`config.mk`:
```
export PLATFORM = sky130hd
export DESIGN_NAME = pipeline_hazard_ctrl_flat
export DESIGN_NICKNAME = d
export VERILOG_FILES = /design/src/rtl/pipeline_hazard_ctrl_if.sv /design/src/rtl/pipeline_hazard_ctrl.sv /design/src/flat_wrapper.sv
export SDC_FILE = /design/constraint.sdc
export NUM_CORES = 1
export LEC_CHECK = 0
export BUFFER_PORTS_ARGS = -buffer_cell sky130_fd_sc_hd__buf_2
export CAP_MARGIN = 20
export CORE_MARGIN = 1.5
export CORE_UTILIZATION = 46
export DETAILED_ROUTE_END_ITERATION = 10
export GPL_ROUTABILITY_DRIVEN = 0
export PLACE_DENSITY = 0.75
export SYNTH_ARGS = -nofsm -noshare
export SYNTH_HDL_FRONTEND = slang
export SYNTH_SLANG_ARGS = --single-unit
```
`constraint.sdc`:
```
create_clock -name clk -period 1.9 [get_ports clk]
set_clock_uncertainty 0.15 [all_clocks]
set_input_delay 0.095 -clock clk [delete_from_list [all_inputs] [get_ports clk]]
set_output_delay 0.095 -clock clk [all_outputs]
set_load 0.03 [all_outputs]
```
`src/rtl/pipeline_hazard_ctrl_if.sv`:
```
// Control bundle between the pipeline hazard sequencer and the stage registers.
// master drives the stage/hazard status; slave (the sequencer) returns stall/flush controls.
interface pipeline_hazard_ctrl_if #(
   parameter int REG_AW = 4,
   parameter int CNT_W  = 16
);
   logic [REG_AW-1:0] src1;
   logic [REG_AW-1:0] src2;
   logic              two_src;
   logic              src1_valid;
   logic [REG_AW-1:0] EX_Dest;
   logic              EX_WB_EN;
   logic              EX_MEM_R_EN;
   logic [REG_AW-1:0] MEM_Dest;
   logic              MEM_WB_EN;
   logic              Branch_Taken;
   logic              mem_req;
   logic              mem_ready;
   logic              Freeze;
   logic              Flush;
   logic              ID_Flush;
   logic              pipe_stall;
   logic              mem_timeout;
   logic [CNT_W-1:0]  stall_cnt;

   modport master (
      output src1, src2, two_src, src1_valid, EX_Dest, EX_WB_EN, EX_MEM_R_EN,
             MEM_Dest, MEM_WB_EN, Branch_Taken, mem_req, mem_ready,
      input  Freeze, Flush, ID_Flush, pipe_stall, mem_timeout, stall_cnt
   );

   modport slave (
      input  src1, src2, two_src, src1_valid, EX_Dest, EX_WB_EN, EX_MEM_R_EN,
             MEM_Dest, MEM_WB_EN, Branch_Taken, mem_req, mem_ready,
      output Freeze, Flush, ID_Flush, pipe_stall, mem_timeout, stall_cnt
   );
endinterface

```
`src/rtl/pipeline_hazard_ctrl.sv`:
```
// 5-stage pipeline sequencer: memory-wait FSM, RAW hazard detect, branch flush, stall counter.
// Controls are combinational (0 latency); HAZARD_FORWARDING_EN reduces hazards to load-use.
module pipeline_hazard_ctrl #(
   parameter int REG_AW      = 4,
   parameter int MEM_TIMEOUT = 15,
   parameter int CNT_W       = 16
) (
   input  logic                  clk,
   input  logic                  reset,
   pipeline_hazard_ctrl_if.slave hif
);
   typedef enum logic [1:0] {IDLE, MEM_WAIT, ERR} state_t;

   localparam logic [7:0] WAIT_LAST = 8'(MEM_TIMEOUT - 1);

   state_t           state;
   logic [7:0]       wait_cnt;
   logic             timeout_q;
   logic [CNT_W-1:0] stall_cnt_q;
   logic             hazard;
   logic             stall;
   logic             freeze;
   logic             flush;
   logic             id_flush;
   logic             hz_stall;

`ifdef HAZARD_FORWARDING_EN
   logic unused_mem_fwd;
   assign unused_mem_fwd = ^{hif.MEM_Dest, hif.MEM_WB_EN};

   // MEM-stage producers are covered by forwarding; only a load in EX must stall.
   always_comb begin
      hazard = hif.EX_MEM_R_EN && hif.EX_WB_EN &&
               ((hif.src1_valid && (hif.src1 == hif.EX_Dest)) ||
                (hif.two_src    && (hif.src2 == hif.EX_Dest)));
   end
`else
   logic unused_ld;
   assign unused_ld = hif.EX_MEM_R_EN;

   always_comb begin
      hazard = (hif.src1_valid && hif.EX_WB_EN  && (hif.src1 == hif.EX_Dest))  ||
               (hif.two_src    && hif.EX_WB_EN  && (hif.src2 == hif.EX_Dest))  ||
               (hif.src1_valid && hif.MEM_WB_EN && (hif.src1 == hif.MEM_Dest)) ||
               (hif.two_src    && hif.MEM_WB_EN && (hif.src2 == hif.MEM_Dest));
   end
`endif

   always_comb begin
      stall = 1'b0;
      case (state)
         IDLE:     stall = hif.mem_req && !hif.mem_ready;
         MEM_WAIT: stall = !hif.mem_ready;
         default:  stall = 1'b0;
      endcase
   end

   // Stall outranks branch: EX is held and re-presents Branch_Taken once released.
   always_comb begin
      freeze   = 1'b0;
      flush    = 1'b0;
      id_flush = 1'b0;
      hz_stall = 1'b0;
      if (!reset) begin
         freeze = 1'b0;
      end else if (stall) begin
         freeze = 1'b1;
      end else if (hif.Branch_Taken) begin
         flush    = 1'b1;
         id_flush = 1'b1;
      end else if (hazard) begin
         freeze   = 1'b1;
         id_flush = 1'b1;
         hz_stall = 1'b1;
      end
   end

   always_ff @(posedge clk or negedge reset) begin
      if (!reset) begin
         state       <= IDLE;
         wait_cnt    <= 8'd0;
         timeout_q   <= 1'b0;
         stall_cnt_q <= '0;
      end else begin
         case (state)
            IDLE: begin
               wait_cnt <= 8'd0;
               if (hif.mem_req && !hif.mem_ready) state <= MEM_WAIT;
            end
            MEM_WAIT: begin
               if (hif.mem_ready) begin
                  state    <= IDLE;
                  wait_cnt <= 8'd0;
               end else if (wait_cnt == WAIT_LAST) begin
                  state     <= ERR;
                  wait_cnt  <= 8'd0;
                  timeout_q <= 1'b1;
               end else begin
                  wait_cnt <= wait_cnt + 8'd1;
               end
            end
            default: state <= ERR;
         endcase
         if (hz_stall && (stall_cnt_q != {CNT_W{1'b1}})) stall_cnt_q <= stall_cnt_q + 1'b1;
      end
   end

   assign hif.Freeze      = freeze;
   assign hif.Flush       = flush;
   assign hif.ID_Flush    = id_flush;
   assign hif.pipe_stall  = stall && reset;
   assign hif.mem_timeout = timeout_q;
   assign hif.stall_cnt   = stall_cnt_q;
endmodule

```
`src/flat_wrapper.sv`:
```
// flat-port wrapper written by rule: the top's interface ports become plain ports
module pipeline_hazard_ctrl_flat 
#(
   parameter int REG_AW      = 4,
   parameter int MEM_TIMEOUT = 15,
   parameter int CNT_W       = 16
)
  (clk, reset, hif_src1, hif_src2, hif_two_src, hif_src1_valid, hif_EX_Dest, hif_EX_WB_EN, hif_EX_MEM_R_EN, hif_MEM_Dest, hif_MEM_WB_EN, hif_Branch_Taken, hif_mem_req, hif_mem_ready, hif_Freeze, hif_Flush, hif_ID_Flush, hif_pipe_stall, hif_mem_timeout, hif_stall_cnt);
  pipeline_hazard_ctrl_if #(.REG_AW(REG_AW), .CNT_W(CNT_W)) hif_i ();
  input  logic clk;
  input  logic reset;
  input wire logic [$bits(hif_i.src1)-1:0] hif_src1;
  input wire logic [$bits(hif_i.src2)-1:0] hif_src2;
  input wire logic [$bits(hif_i.two_src)-1:0] hif_two_src;
  input wire logic [$bits(hif_i.src1_valid)-1:0] hif_src1_valid;
  input wire logic [$bits(hif_i.EX_Dest)-1:0] hif_EX_Dest;
  input wire logic [$bits(hif_i.EX_WB_EN)-1:0] hif_EX_WB_EN;
  input wire logic [$bits(hif_i.EX_MEM_R_EN)-1:0] hif_EX_MEM_R_EN;
  input wire logic [$bits(hif_i.MEM_Dest)-1:0] hif_MEM_Dest;
  input wire logic [$bits(hif_i.MEM_WB_EN)-1:0] hif_MEM_WB_EN;
  input wire logic [$bits(hif_i.Branch_Taken)-1:0] hif_Branch_Taken;
  input wire logic [$bits(hif_i.mem_req)-1:0] hif_mem_req;
  input wire logic [$bits(hif_i.mem_ready)-1:0] hif_mem_ready;
  output wire logic [$bits(hif_i.Freeze)-1:0] hif_Freeze;
  output wire logic [$bits(hif_i.Flush)-1:0] hif_Flush;
  output wire logic [$bits(hif_i.ID_Flush)-1:0] hif_ID_Flush;
  output wire logic [$bits(hif_i.pipe_stall)-1:0] hif_pipe_stall;
  output wire logic [$bits(hif_i.mem_timeout)-1:0] hif_mem_timeout;
  output wire logic [$bits(hif_i.stall_cnt)-1:0] hif_stall_cnt;
  assign hif_i.src1 = hif_src1;
  assign hif_i.src2 = hif_src2;
  assign hif_i.two_src = hif_two_src;
  assign hif_i.src1_valid = hif_src1_valid;
  assign hif_i.EX_Dest = hif_EX_Dest;
  assign hif_i.EX_WB_EN = hif_EX_WB_EN;
  assign hif_i.EX_MEM_R_EN = hif_EX_MEM_R_EN;
  assign hif_i.MEM_Dest = hif_MEM_Dest;
  assign hif_i.MEM_WB_EN = hif_MEM_WB_EN;
  assign hif_i.Branch_Taken = hif_Branch_Taken;
  assign hif_i.mem_req = hif_mem_req;
  assign hif_i.mem_ready = hif_mem_ready;
  assign hif_Freeze = hif_i.Freeze;
  assign hif_Flush = hif_i.Flush;
  assign hif_ID_Flush = hif_i.ID_Flush;
  assign hif_pipe_stall = hif_i.pipe_stall;
  assign hif_mem_timeout = hif_i.mem_timeout;
  assign hif_stall_cnt = hif_i.stall_cnt;
  pipeline_hazard_ctrl #(.REG_AW(REG_AW), .MEM_TIMEOUT(MEM_TIMEOUT), .CNT_W(CNT_W)) u_core (.clk(clk), .reset(reset), .hif(hif_i));
endmodule
```
==> qor.log <==
[floorplan] Std-Cell Core Area 3390 um^2
[grt] antenna violations before repair 0
[synthesis] cells after synthesis 170
[clock_network] clock-pin transition on the worst setup and hold timing paths 0.14 ns
[synthesis] top-count cell post-synth sky130_fd_sc_hd__dfrtp_1
[cells_and_area] area delta synth->final 28.5%
[timing] Least-Margin Pin Slew 0.301 ns
[synthesis] register bit total from synthesis 27
[floorplan] DIE HEIGHT 62.8 um
[clock_network] H-tree Lvls 1
[job] max-cap check violation count 0
[run_status] outcome finished, final reports clean
[timing] ratio of final minimum period to clock period 96.0%
[timing] fmax 548 MHz
[timing] final worst hold slack 0.0809 ns
[clock_network] insertion delay to the later sink of the worst-skew pair 0.32 ns
[grt] vias in the first global route 1392
[cells_and_area] layout cells sized above 1 36.3%
[synthesis] Synth async-reset ratio 100%
[grt] global-route wire length before repair 5.90 mm
[timing] final sum of negative setup slack 0 ns
[worst_setup_path] Crit Path Category register to register
[worst_setup_path] Data required, critical path 1.97 ns
[floorplan] effective utilization at floorplan 48.6%
[synthesis] post-synthesis instance area 1650 um^2
[timing] max-slew violation count 0
[routing] total wire length after detailed routing 3.49 mm
[floorplan] number of rows in the core area 21
[cells_and_area] diode count 0
[place] post-detailed-placement half-perimeter wirelength 2.69 mm
[floorplan] Die Wd 62.8 um
[synthesis] area fraction of the dominant cell type after synthesis 41.0%
[routing] post-detailed-route via-to-cell ratio 5.18
[synthesis] commonest register cell after synthesis sky130_fd_sc_hd__dfrtp_1
[clock_network] CTS Buffer Depth 2
[worst_hold_path] hold depth 4
[timing] endpoints failing setup 0
[routing] Initial DRT Pass Iterations 4
[routing] Antenna Violating Nets Remaining 0
[place] placed cells 269
[worst_setup_path] crit path DAT 1.90 ns
[grt] total global routing track utilization 18.5%
[synthesis] EDFF count, synth 0
[timing] worst slew margin relative to its limit 79.8%
[synthesis] biggest area contributors in the synthesized netlist sky130_fd_sc_hd__dfrtp_1, sky130_fd_sc_hd__xnor2_1, sky130_fd_sc_hd__xor2_1
[routing] Remaining DRCs 0
[power_and_ir_drop] fraction of power consumed by the clock network 21.3%
[timing] time the worst path needs with I/O delays and setup 1.82 ns
[worst_setup_path] Worst Path Max Fanout 6
[power_and_ir_drop] combinational fraction of design power 26.0%
[cells_and_area] Nets 264
[worst_setup_path] number of cell instances on the worst register-to-register path 6
[clock_network] clock tree from TritonCTS built
[clock_network] clock root buffer master sky130_fd_sc_hd__clkbuf_4
[synthesis] syn nets 199
[synthesis] dominant cell type by area after synthesis sky130_fd_sc_hd__dfrtp_1
[routing] Routed wire per std cell 12.4 um
[synthesis] Avg Inst Size Synth 9.69 um^2
[grt] total gr overflow 0
[cells_and_area] fin cells 280
[power_and_ir_drop] sequential fraction of design power 52.8%
[power_and_ir_drop] largest vdd supply drop 0.648 mV
[grt] largest net degree at the start of global routing 30
[power_and_ir_drop] power per cell area 550 nW/um^2
[power_and_ir_drop] cell-internal power 0.812 mW
[power_and_ir_drop] net switching fraction of the power 30.2%
[routing] violation count after the first detailed-routing iteration 39
[floorplan] area of the die 3950 um^2
[cells_and_area] post-layout utilization of the core 62.4%
[clock_network] number of buffers added by the clock tree synthesis step 3
[timing] total count of hold-check failures in the final report 0
[worst_setup_path] type of element launching the critical path register
[worst_setup_path] worst-case register-to-register setup slack 0.08 ns
[power_and_ir_drop] Sw Pwr 0.351 mW
[power_and_ir_drop] leakage power figure 1.01 nW
[power_and_ir_drop] total power draw 1.16 mW
[worst_setup_path] Worst Setup End Kind register
[routing] number of vias after detailed routing 1449
[timing] RSZ-0062 raised after global routing false
[synthesis] sequential area share after synthesis 41.0%
[clock_network] clk sink count 27
[place] count of input and output buffers 45
[synthesis] Distinct cells, synth 35
[synthesis] ranking of synthesized cells by instance count sky130_fd_sc_hd__dfrtp_1, sky130_fd_sc_hd__xnor2_1, sky130_fd_sc_hd__nor2_1
[synthesis] Synth Warn # 0
[worst_hold_path] Min-Delay Path Class input pin to register
[floorplan] number of primary I/O pins 47
==> what timing repair did <==
action,in CTS,in global routing
endpoints found under the hold margin,29,0
hold buffers,3,0
buffers inserted,0,4
gates resized for setup,0,6
setup endpoints to repair,0,15
==> metrics by stage <==
step                      area, um^2  setup slack [ns]
final                           2120            0.0768
after global routing            2120           0.00185
after CTS                       2060            0.0589
after detailed placement        2000            0.0743
after global placement          2000             0.120
after floorplan                 1660           0.00295
==> path summary, 6_finish.rpt <==
| check | from | to |
|---|---|---|
| max in group asynchronous | reset | u_core.hif.stall_cnt[7] |
| max | u_core.hif.stall_cnt[13] | u_core.hif.stall_cnt[1] |
| max reg2reg | u_core.hif.stall_cnt[13] | u_core.hif.stall_cnt[1] |
| min | hif_Branch_Taken | u_core.hif.stall_cnt[8] |
| min reg2reg | u_core.hif.mem_timeout | u_core.hif.mem_timeout |
| min in group asynchronous | reset | u_core.hif.stall_cnt[14] |
==> area by class of cell <==
cell class | count | area, um^2
clock buffers | 4 | 26.3
fillers | 287 | 1270
inverters | 2 | 7.51
multi-input cells | 138 | 967
flip-flops and latches | 27 | 686
well taps | 46 | 57.6
repair buffers | 63 | 372
==> power by group through the flow <==
stage	Clock [mW]	Combinational (mW)	Sequential, mW
floorplan	0	0.109	0.675
detailed placement	0	0.274	0.630
global placement	0	0.266	0.628
CTS	0.259	0.279	0.619
global route	0.281	0.337	0.617
finish	0.247	0.302	0.614
==> registers in the layout, summed over array words and instances (netlist names) <==
name and flops:
u_core.hif.mem_timeout 1, u_core.hif.stall_cnt 16, u_core.state 2, u_core.wait_cnt 8
==> cells in the final DEF (no fill, tap or decap), types with 2 or more instances in the layout <==
| cell | n |
|---|---|
| sky130_fd_sc_hd__xor2_1 | 13 |
| sky130_fd_sc_hd__nand4_1 | 8 |
| sky130_fd_sc_hd__nand2_1 | 13 |
| sky130_fd_sc_hd__inv_1 | 2 |
| sky130_fd_sc_hd__dfrtp_1 | 19 |
| sky130_fd_sc_hd__buf_2 | 45 |
| sky130_fd_sc_hd__o31ai_1 | 2 |
| sky130_fd_sc_hd__xnor2_1 | 19 |
| sky130_fd_sc_hd__dfrtp_2 | 8 |
| sky130_fd_sc_hd__buf_4 | 14 |
| sky130_fd_sc_hd__nor3_1 | 6 |
| sky130_fd_sc_hd__nand4b_1 | 4 |
| sky130_fd_sc_hd__dlygate4sd3_1 | 3 |
| sky130_fd_sc_hd__clkbuf_4 | 3 |
| sky130_fd_sc_hd__nand3_1 | 13 |
| sky130_fd_sc_hd__ha_1 | 3 |
| sky130_fd_sc_hd__a21oi_1 | 2 |
| sky130_fd_sc_hd__nand2b_1 | 2 |
| sky130_fd_sc_hd__and3_1 | 6 |
| sky130_fd_sc_hd__nor2_1 | 17 |
| sky130_fd_sc_hd__o21ai_0 | 7 |
| sky130_fd_sc_hd__nor2b_1 | 3 |
==> cell families (layout without fill, tap and decap cells) <==
| family | Yosys count | after routing | share of synthesized area (%) |
|---|---|---|---|
| fa+ha+maj | 3 | 3 | 2.28 |
| buf+inv | 5 | 69 | 1.60 |
| compound gates | 15 | 15 | 5.93 |
| xor+xnor | 32 | 32 | 17.0 |
| mux | 3 | 3 | 2.20 |
| flops | 27 | 27 | 41.0 |
| simple gates | 85 | 85 | 29.9 |
==> worst max-delay path: stages, from the launching register on <==
cell and delay, ns:
sky130_fd_sc_hd__dfrtp_2 0.44, sky130_fd_sc_hd__nand4_2 0.14, sky130_fd_sc_hd__or3_4 0.44, sky130_fd_sc_hd__nor2_4 0.11, sky130_fd_sc_hd__nor3_4 0.06, sky130_fd_sc_hd__nand2_4 0.09
sky130_fd_sc_hd__mux2_4 0.30
==> routing by layer <==
metal	up-vias	track usage (%)	part of all wire, %
li1	727	-	-
met1	669	22.3	46
met2	49	33.2	48
met3	4	4.14	5.5
met4	0	5.00	0.89
met5	-	0	0
(Power assumes the default switching activity.)
